$ cat src/rtl/ffsr_pulse_driver.sv
// ffsr_pulse_driver: walks the one-hot pulse of an N-stage FFSR chain to a
// binary target using single-cycle inc/dec commands, then verifies the chain.
// Optional feature macro: FFSR_DRV_SATURATE_EN (clamp out-of-range targets to
// N-1 instead of reporting a range error).
module ffsr_pulse_driver #(
  parameter int unsigned N = 16,
  parameter int unsigned W = 5
) (
  input  logic         clk,
  input  logic         rst,
  input  logic         tgt_valid_i,
  output logic         tgt_ready_o,
  input  logic [W-1:0] tgt_value_i,
  input  logic [N-1:0] ffsr_state_i,
  output logic         inc_o,
  output logic         dec_o,
  output logic [W-1:0] cur_value_o,
  output logic         done_o,
  output logic         err_o,
  output logic [1:0]   err_code_o
);

  localparam int unsigned CODE_W = 2;

  typedef enum logic [1:0] {
    ST_IDLE,
    ST_LOAD,
    ST_RUN,
    ST_CHECK
  } state_e;

  state_e            state_q, state_d;
  logic [W-1:0]      tgt_q, tgt_d;
  logic [W-1:0]      cur_q, cur_d;
  logic              inc_q, inc_d;
  logic              dec_q, dec_d;
  logic              ready_q, ready_d;
  logic              done_q, done_d;
  logic              err_q, err_d;
  logic [CODE_W-1:0] code_q, code_d;

  logic [W-1:0]      oh_idx;
  logic              oh_any;
  logic              oh_multi;
  logic              tgt_oor;
  logic [N-1:0]      exp_state;

  // One-hot decode of the chain state: index of the set bit plus validity flags
  always_comb begin
    oh_idx   = '0;
    oh_any   = 1'b0;
    oh_multi = 1'b0;
    for (int unsigned i = 0; i < N; i++) begin
      if (ffsr_state_i[i]) begin
        if (oh_any) oh_multi = 1'b1;
        oh_any = 1'b1;
        oh_idx = W'(i);
      end
    end
  end

  assign tgt_oor   = (32'(tgt_value_i) >= N);
  assign exp_state = N'(1) << cur_q;

  // State and output registers; reset abandons any transaction in flight
  always_ff @(posedge clk or posedge rst) begin
    if (rst) begin
      state_q <= ST_IDLE;
      tgt_q   <= '0;
      cur_q   <= '0;
      inc_q   <= 1'b0;
      dec_q   <= 1'b0;
      ready_q <= 1'b0;
      done_q  <= 1'b0;
      err_q   <= 1'b0;
      code_q  <= '0;
    end else begin
      state_q <= state_d;
      tgt_q   <= tgt_d;
      cur_q   <= cur_d;
      inc_q   <= inc_d;
      dec_q   <= dec_d;
      ready_q <= ready_d;
      done_q  <= done_d;
      err_q   <= err_d;
      code_q  <= code_d;
    end
  end

  // Next-state logic; status is computed one cycle early so CHECK only presents it
  always_comb begin
    state_d = state_q;
    tgt_d   = tgt_q;
    cur_d   = cur_q;
    done_d  = 1'b0;
    err_d   = 1'b0;
    code_d  = '0;
    inc_d   = 1'b0;
    dec_d   = 1'b0;
    ready_d = 1'b0;

    unique case (state_q)
      ST_IDLE: begin
        if (tgt_valid_i && ready_q) begin
          if (tgt_oor) begin
`ifdef FFSR_DRV_SATURATE_EN
            tgt_d   = W'(N - 1);
            state_d = ST_LOAD;
`else
            done_d  = 1'b1;
            err_d   = 1'b1;
            code_d  = 2'b10;
            state_d = ST_CHECK;
`endif
          end else begin
            tgt_d   = tgt_value_i;
            state_d = ST_LOAD;
          end
        end
      end
      ST_LOAD: begin
        if (!oh_any || oh_multi) begin
          done_d  = 1'b1;
          err_d   = 1'b1;
          code_d  = 2'b01;
          state_d = ST_CHECK;
        end else begin
          cur_d   = oh_idx;
          state_d = ST_RUN;
        end
      end
      ST_RUN: begin
        if (cur_q < tgt_q) begin
          cur_d = cur_q + W'(1);
        end else if (cur_q > tgt_q) begin
          cur_d = cur_q - W'(1);
        end else begin
          // Chain has had at least one edge since the last command here
          done_d  = 1'b1;
          state_d = ST_CHECK;
          if (ffsr_state_i != exp_state) begin
            err_d  = 1'b1;
            code_d = 2'b11;
          end
        end
      end
      ST_CHECK: begin
        state_d = ST_IDLE;
      end
      default: begin
        state_d = ST_IDLE;
      end
    endcase

    // Commands for the next cycle follow the next tracked position
    if (state_d == ST_RUN) begin
      inc_d = (cur_d < tgt_d);
      dec_d = (cur_d > tgt_d);
    end
    ready_d = (state_d == ST_IDLE);
  end

  assign tgt_ready_o = ready_q;
  assign inc_o       = inc_q;
  assign dec_o       = dec_q;
  assign cur_value_o = cur_q;
  assign done_o      = done_q;
  assign err_o       = err_q;
  assign err_code_o  = code_q;

endmodule
$ cat config.mk
export PLATFORM = sky130hd
export DESIGN_NAME = ffsr_pulse_driver
export DESIGN_NICKNAME = d
export VERILOG_FILES = /design/src/rtl/ffsr_pulse_driver.sv
export SDC_FILE = /design/constraint.sdc
export NUM_CORES = 1
export LEC_CHECK = 0
export CORE_AREA = 2 2 71 73
export DETAILED_ROUTE_END_ITERATION = 10
export DIE_AREA = 0 0 73 75
export PLACE_DENSITY_LB_ADDON = 0.25
export SKIP_CTS_REPAIR_TIMING = 1
export SYNTH_ARGS = -nofsm -noshare
export SYNTH_HDL_FRONTEND = slang
export SYNTH_SLANG_ARGS = --single-unit
$ cat constraint.sdc
create_clock -name clk -period 4.5 [get_ports clk]
set_input_delay 1.125 -clock clk [delete_from_list [all_inputs] [get_ports clk]]
set_output_delay 1.125 -clock clk [all_outputs]
set_load 0.005 [all_outputs]
# Yosys cells after proc, flatten, opt, wreduce, memory -nomap -nowiden
# Cells that the tools add are included.
word_totals:
  ff_bits: 19
  out_inout_bits: 12
  in_bits: 24
  elab_cells: 120
op_classes:
  addsub: 2
  magnitude_cmp: 5
  mux: 93
  n_eq_ne: 5
  shift: 1
  reduce_logical: 5
op_table:
  columns: ["op", "n"]
  rows:
  - ["5-bit two-way mux", 20]
  - ["1-bit two-way mux", 59]
  - ["2-bit two-way mux", 9]
  - ["16-bit != test", 1]
  - ["1-bit by 5-bit << shifter with 16-bit output, first input constant", 1]
  - ["5-bit greater-than comparator", 2]
  - ["5-bit < comparator", 2]
  - ["5-bit case mux with 2 select lines", 1]
  - ["2-bit case mux with 4 select lines", 1]
  - ["2-bit == test, second input constant", 3]
  - ["1-bit case mux with 3 select lines", 2]
  - ["2-bit case mux with 3 select lines", 1]
  - ["5-bit by 1-bit adder with 5-bit output, second input constant", 1]
  - ["5-bit >= comparator, second input constant", 1]
  - ["5-bit by 1-bit subtractor with 5-bit output, second input constant", 1]
  - ["2-bit zero test", 2]
  - ["2-bit by 1-bit == test with 1-bit output, second input constant", 1]
  - ["1-bit logical AND", 1]
  - ["1-bit zero test", 1]
  - ["1-bit logical OR", 1]

# Depth between registers and ports, before layout
depth:
  word_depth: 36
  ltp_mapped: 15
  mapped_depth_nobuf: 14

# Worst setup path before layout
# No wires, ideal clock.
synth_timing:
  kind: "input port to flip-flop"
  from: "input ffsr_state_i[2]"
  to: "register dec_q (netlist: dec_o)"
  required_ps: 4369
  t_arrival_ps: 3750
  path_buffers: 2
  cell_stages: 14
  path_slack_ps: 619
  path_cell_list: "buf_6 > or4_4 > buf_6 > a2111oi_4 > nor3_1 > a211oi_4 > mux2i_1 > o221ai_1 > ha_1 > a21o_1 > a21oi_1 > a32oi_1 > nand2_1 > nor2_1"
synth_via:
  elab_chain_cells: 32
  elab_cells_between_ends: 64
  cone_classes: "order compare (1); eq/ne (1); mux (60); reduce/logical (2)"
synth_rtl:
  columns: ["item", "line_no", "text"]
  rows:
  - ["start, declared", "14", "input logic [N-1:0] ffsr_state_i,"]
  - ["1-bit two-way mux", "54", "if (ffsr_state_i[i]) begin"]
  - ["1-bit two-way mux", "55", "if (oh_any) oh_multi = 1'b1;"]
  - ["1-bit two-way mux", "54", null]
  - ["1-bit two-way mux", "55", null]
  - ["1-bit two-way mux", "54", null]
  - ["1-bit two-way mux", "55", null]
  - ["1-bit two-way mux", "54", null]
  - ["1-bit two-way mux", "55", null]
  - ["(+18 left out)", null, null]
  - ["1-bit two-way mux", "54", null]
  - ["1-bit logical OR (*)", "122", "if (!oh_any || oh_multi) begin"]
  - ["5-bit two-way mux (*)", "122", null]
  - ["5-bit case mux with 2 select lines (*)", "102", "unique case (state_q)"]
  - ["named net cur_d[3]", "34", "logic [W-1:0] cur_q, cur_d;"]
  - ["5-bit greater-than comparator (*)", "158", "dec_d = (cur_d > tgt_d);"]
  - ["1-bit two-way mux (*)", "156", "if (state_d == ST_RUN) begin"]
  - ["named net dec_d", "36", "logic dec_q, dec_d;"]
  - ["end signal, assigned", "72", "dec_q <= 1'b0;"]
  - ["end signal, assigned", "82", "dec_q <= dec_d;"]
  - ["end, declared", "36", null]
# Mark *: on every way through the listed nets, which the timed path passes. The rest lies on a longest branch.

# Worst setup path after layout
layout_timing:
  from: "input ffsr_state_i[0]"
  to: "register dec_q (netlist: dec_o)"
layout_via:
  elab_chain_cells: 36
  elab_cells_between_ends: 55
  cone_classes: "order compare (1); eq/ne (1); mux (51); reduce/logical (2)"
layout_rtl:
  columns: ["item", "line_no"]
  rows:
  - ["1-bit two-way mux (*)", "54"]
  - ["1-bit two-way mux", "55"]
  - ["1-bit two-way mux", "54"]
  - ["1-bit two-way mux", "55"]
  - ["1-bit two-way mux", "54"]
  - ["1-bit two-way mux", "55"]
  - ["1-bit two-way mux", "54"]
  - ["1-bit two-way mux", "55"]
  - ["(+22 left out)", null]
  - ["1-bit two-way mux", "54"]
  - ["1-bit logical OR (*)", "122"]
  - ["5-bit two-way mux (*)", "122"]
  - ["5-bit case mux with 2 select lines (*)", "102"]
  - ["named net cur_d[3]", "34"]
  - ["5-bit greater-than comparator (*)", "158"]
  - ["1-bit two-way mux (*)", "156"]
  - ["named net dec_d", "36"]
# Marks and branches as above.

==> impl_results.md <==
* Status: completed
* Worst Hold Class: register to register
* Clk_lat worst skew at 0.25 ns
* List of most frequent post-synthesis cells: nand2_1 (24), nor2_1 (23), ha_1 (22)
* Critical path startpoint category: input port
* Period utilization at between 90% and 100%
* Die Y at 75 um
* CP Depth at 13
* Area grow syn2layout at 25.2%
* Hold Vio Cnt, Final at 0
* Ys Warns at 0
* CTS tree: yes
* PortBufs at 35
* Clk slew on worst S/H paths at 0.06 ns
* CP max FO at 6
* FILL cells at 432
* Seq/Total Area, Yosys at 23.1%
* Worst-case clock buffer depth at 2
* Synth cell types at 60
* Yosys top cell by area: dfrtp_1
* R2r startpoint: cur_value_o[0]
* Max-cap viol count at 0
* Vias in the first global route at about 1900
* DR vias at 2065
* Vias per cell at a little under 6
* Starting DRC count in detailed routing at 139
* Main flop type after synthesis: dfrtp_1
* CP Class: input port to register
* Worst path cell trace: clkdlybuf4s50_1, or4_4, a2111oi_0, nor3_1, a211oi_4, mux2i_1, o221ai_1, ha_1, a21o_1, a21oi_1, a32oi_1, nand2_1, nor2_1
* Final net count at 340
* Unrepaired setup endpoints after global routing: false
* Hold path startpoint: tgt_q[1]
* Top-count cell post-synth: nand2_1
* FF+latch area at between 400 and 500 um2
* Setup-failing EPs final at 0
* Fmax at 242 MHz
* Root buffer cell: clkbuf_8
* Share of cells above drive strength 1 at 9.56%
* Die width at 73 um
* First-pass GRT wire length at 8930 um
* Routed wire length at 5380 um
* Fin Clk Skew at 0.00967 ns
* Slowest stage cell, crit path: or4_4
* Drt first pass iters at 4
* Synth area leaders: dfrtp_1 (23%), ha_1 (13%), mux2i_1 (4.4%)
* Area of the multi-input gates at roughly 1500 um2
* Total GRT Usage at 20.6%
* Flop2flop setup slack at 1.24 ns
* Worst R2R Path Depth at 14
* Slew Limit Headroom at 52.8%
* Asr flop ratio synth at 100%
* Syn nets at 295
* Initial Util at roughly 44%
* Post-Syn Area at 2060 um2
* Max-slew violations at 0
* Synth top area share at 23.1%
* Die area at 5480 um2
* Largest net degree at the start of global routing at 20
* Grt ovf at 0
* Yosys reg bits at 19
* Crit path required time at 4.62 ns
* I/O Pins at 36
* Count of flip-flops with a built-in enable after synthesis at 0
* Leakage dissipation at between 0.001 and 0.0015 uW
* Hold Path Depth at 2
* Placer congestion estimate at ~0.91
* VDD IR max at ~360 uV
* CP peak stage delay at slightly below 0.6 ns
* Setup_tns at 0 ns
* Hpwl dp at 4350 um
* Row cnt at 25
* Total power at approximately 1400 uW
* Antenna diodes at 0
* Residual DRC at 0
* Crit end category: register
* Sink Count at 19
* Synthesized area per cell at 8.27 um2
* Tmin final at around 4.1 ns
* H-tree level count at 1
* Mapped Cells at approximately 250
* Total CTS buffers at 3
* Avg WL per Cell at 15.5 um
* Total core area at 4660 um2
* Power Density at 550 nW/um2
* Slew @ Worst Pin at 0.708 ns
* CP Launch Point: ffsr_state_i[0]
* Initial antenna violation count at 0
* Top delay family on crit path: compound AO/OA/AOI/OAI gates
* Crit path buf inv count at 1
* Final ANT Viol Nets at 0
* Critical Path AT at 4.26 ns
-- tightest hold or removal path, delay by kind of cell (launching register included) --
kind,cells,cell delay (ns)
buf+inv,1,0.06
mux,1,0.10
flops,1,0.35
-- metal layers --
layer  GRT usage (%)  wire, um  vias to the layer above
li1                -         -                     1023
met1            29.4      2570                      977
met2            33.4      2490                       59
met3            2.95       251                        6
met4            4.32        68                        0
met5               0         0                        -
-- flip-flops by register name (all words and copies together) (netlist names) --
register / count
tgt_ready_o: 1
dec_o: 1
cur_value_o: 5
err_o: 1
inc_o: 1
state_q: 2
done_o: 1
err_code_o: 2
tgt_q: 5
-- kinds of logic after synthesis --
family / after synthesis / synth area share [%]
compound gates: 68 / 25.6
xor+xnor: 5 / 2.13
fa+ha+maj: 23 / 13.9
buf+inv: 30 / 6.20
flops: 19 / 23.1
mux: 12 / 6.02
simple gates: 92 / 23.1
-- worst paths after layout --
path | endpoint
worst min register to register | tgt_q[1]
max in group asynchronous | tgt_ready_o
worst max-delay path | dec_o
min in group asynchronous | state_q[0]
worst min-delay path | tgt_q[1]
worst max register to register | dec_o
-- per-stage QoR --
step	hold WS (ns)	util [%]	std cells	worst slack, ns	area, um2
finish	0.530	55.3	347	0.362	2580
global route	0.570	55.3	347	0.0901	2580
CTS	0.534	55.3	347	0.364	2580
detailed placement	0.515	54.3	343	0.107	2530
global placement	0.503	54.3	343	0.204	2530
floorplan	0.457	-	249	0.619	2060
-- power by group --
part / switching (uW) / internal [uW] / total (uW)
clock: 54.3 / 62.8 / 117
combinational: 543 / 438 / 982
sequential: 80.8 / 239 / 320
-- area by class of cell --
type | count | share of cell area [%]
multi-input combinational | 200 | 56.5
inverter | 21 | 3.06
tap | 54 | 2.62
timing repair buffer | 49 | 17.7
clock buffer | 4 | 1.75
sequential | 19 | 18.4
-- cell usage in the layout (no fill, tap or decap), types with 3 or more instances in the layout --
| cell type | instances |
|---|---|
| nand3_1 | 8 |
| o31ai_1 | 5 |
| xnor2_1 | 3 |
| mux2_2 | 3 |
| o21ai_0 | 10 |
| nor4_1 | 3 |
| nor2_1 | 23 |
| clkdlybuf4s50_1 | 35 |
| nor2b_1 | 3 |
| inv_1 | 20 |
| clkbuf_8 | 3 |
| nand2_1 | 24 |
| ha_1 | 22 |
| o22ai_1 | 3 |
| o221ai_1 | 3 |
| a21oi_1 | 10 |
| mux2i_1 | 9 |
| nor3_1 | 3 |
| buf_4 | 14 |
| a21o_1 | 3 |
| nand4_1 | 6 |
| a31oi_1 | 4 |
| or4_1 | 4 |
| dfrtp_1 | 19 |
Power figures use the tool's default switching activity.
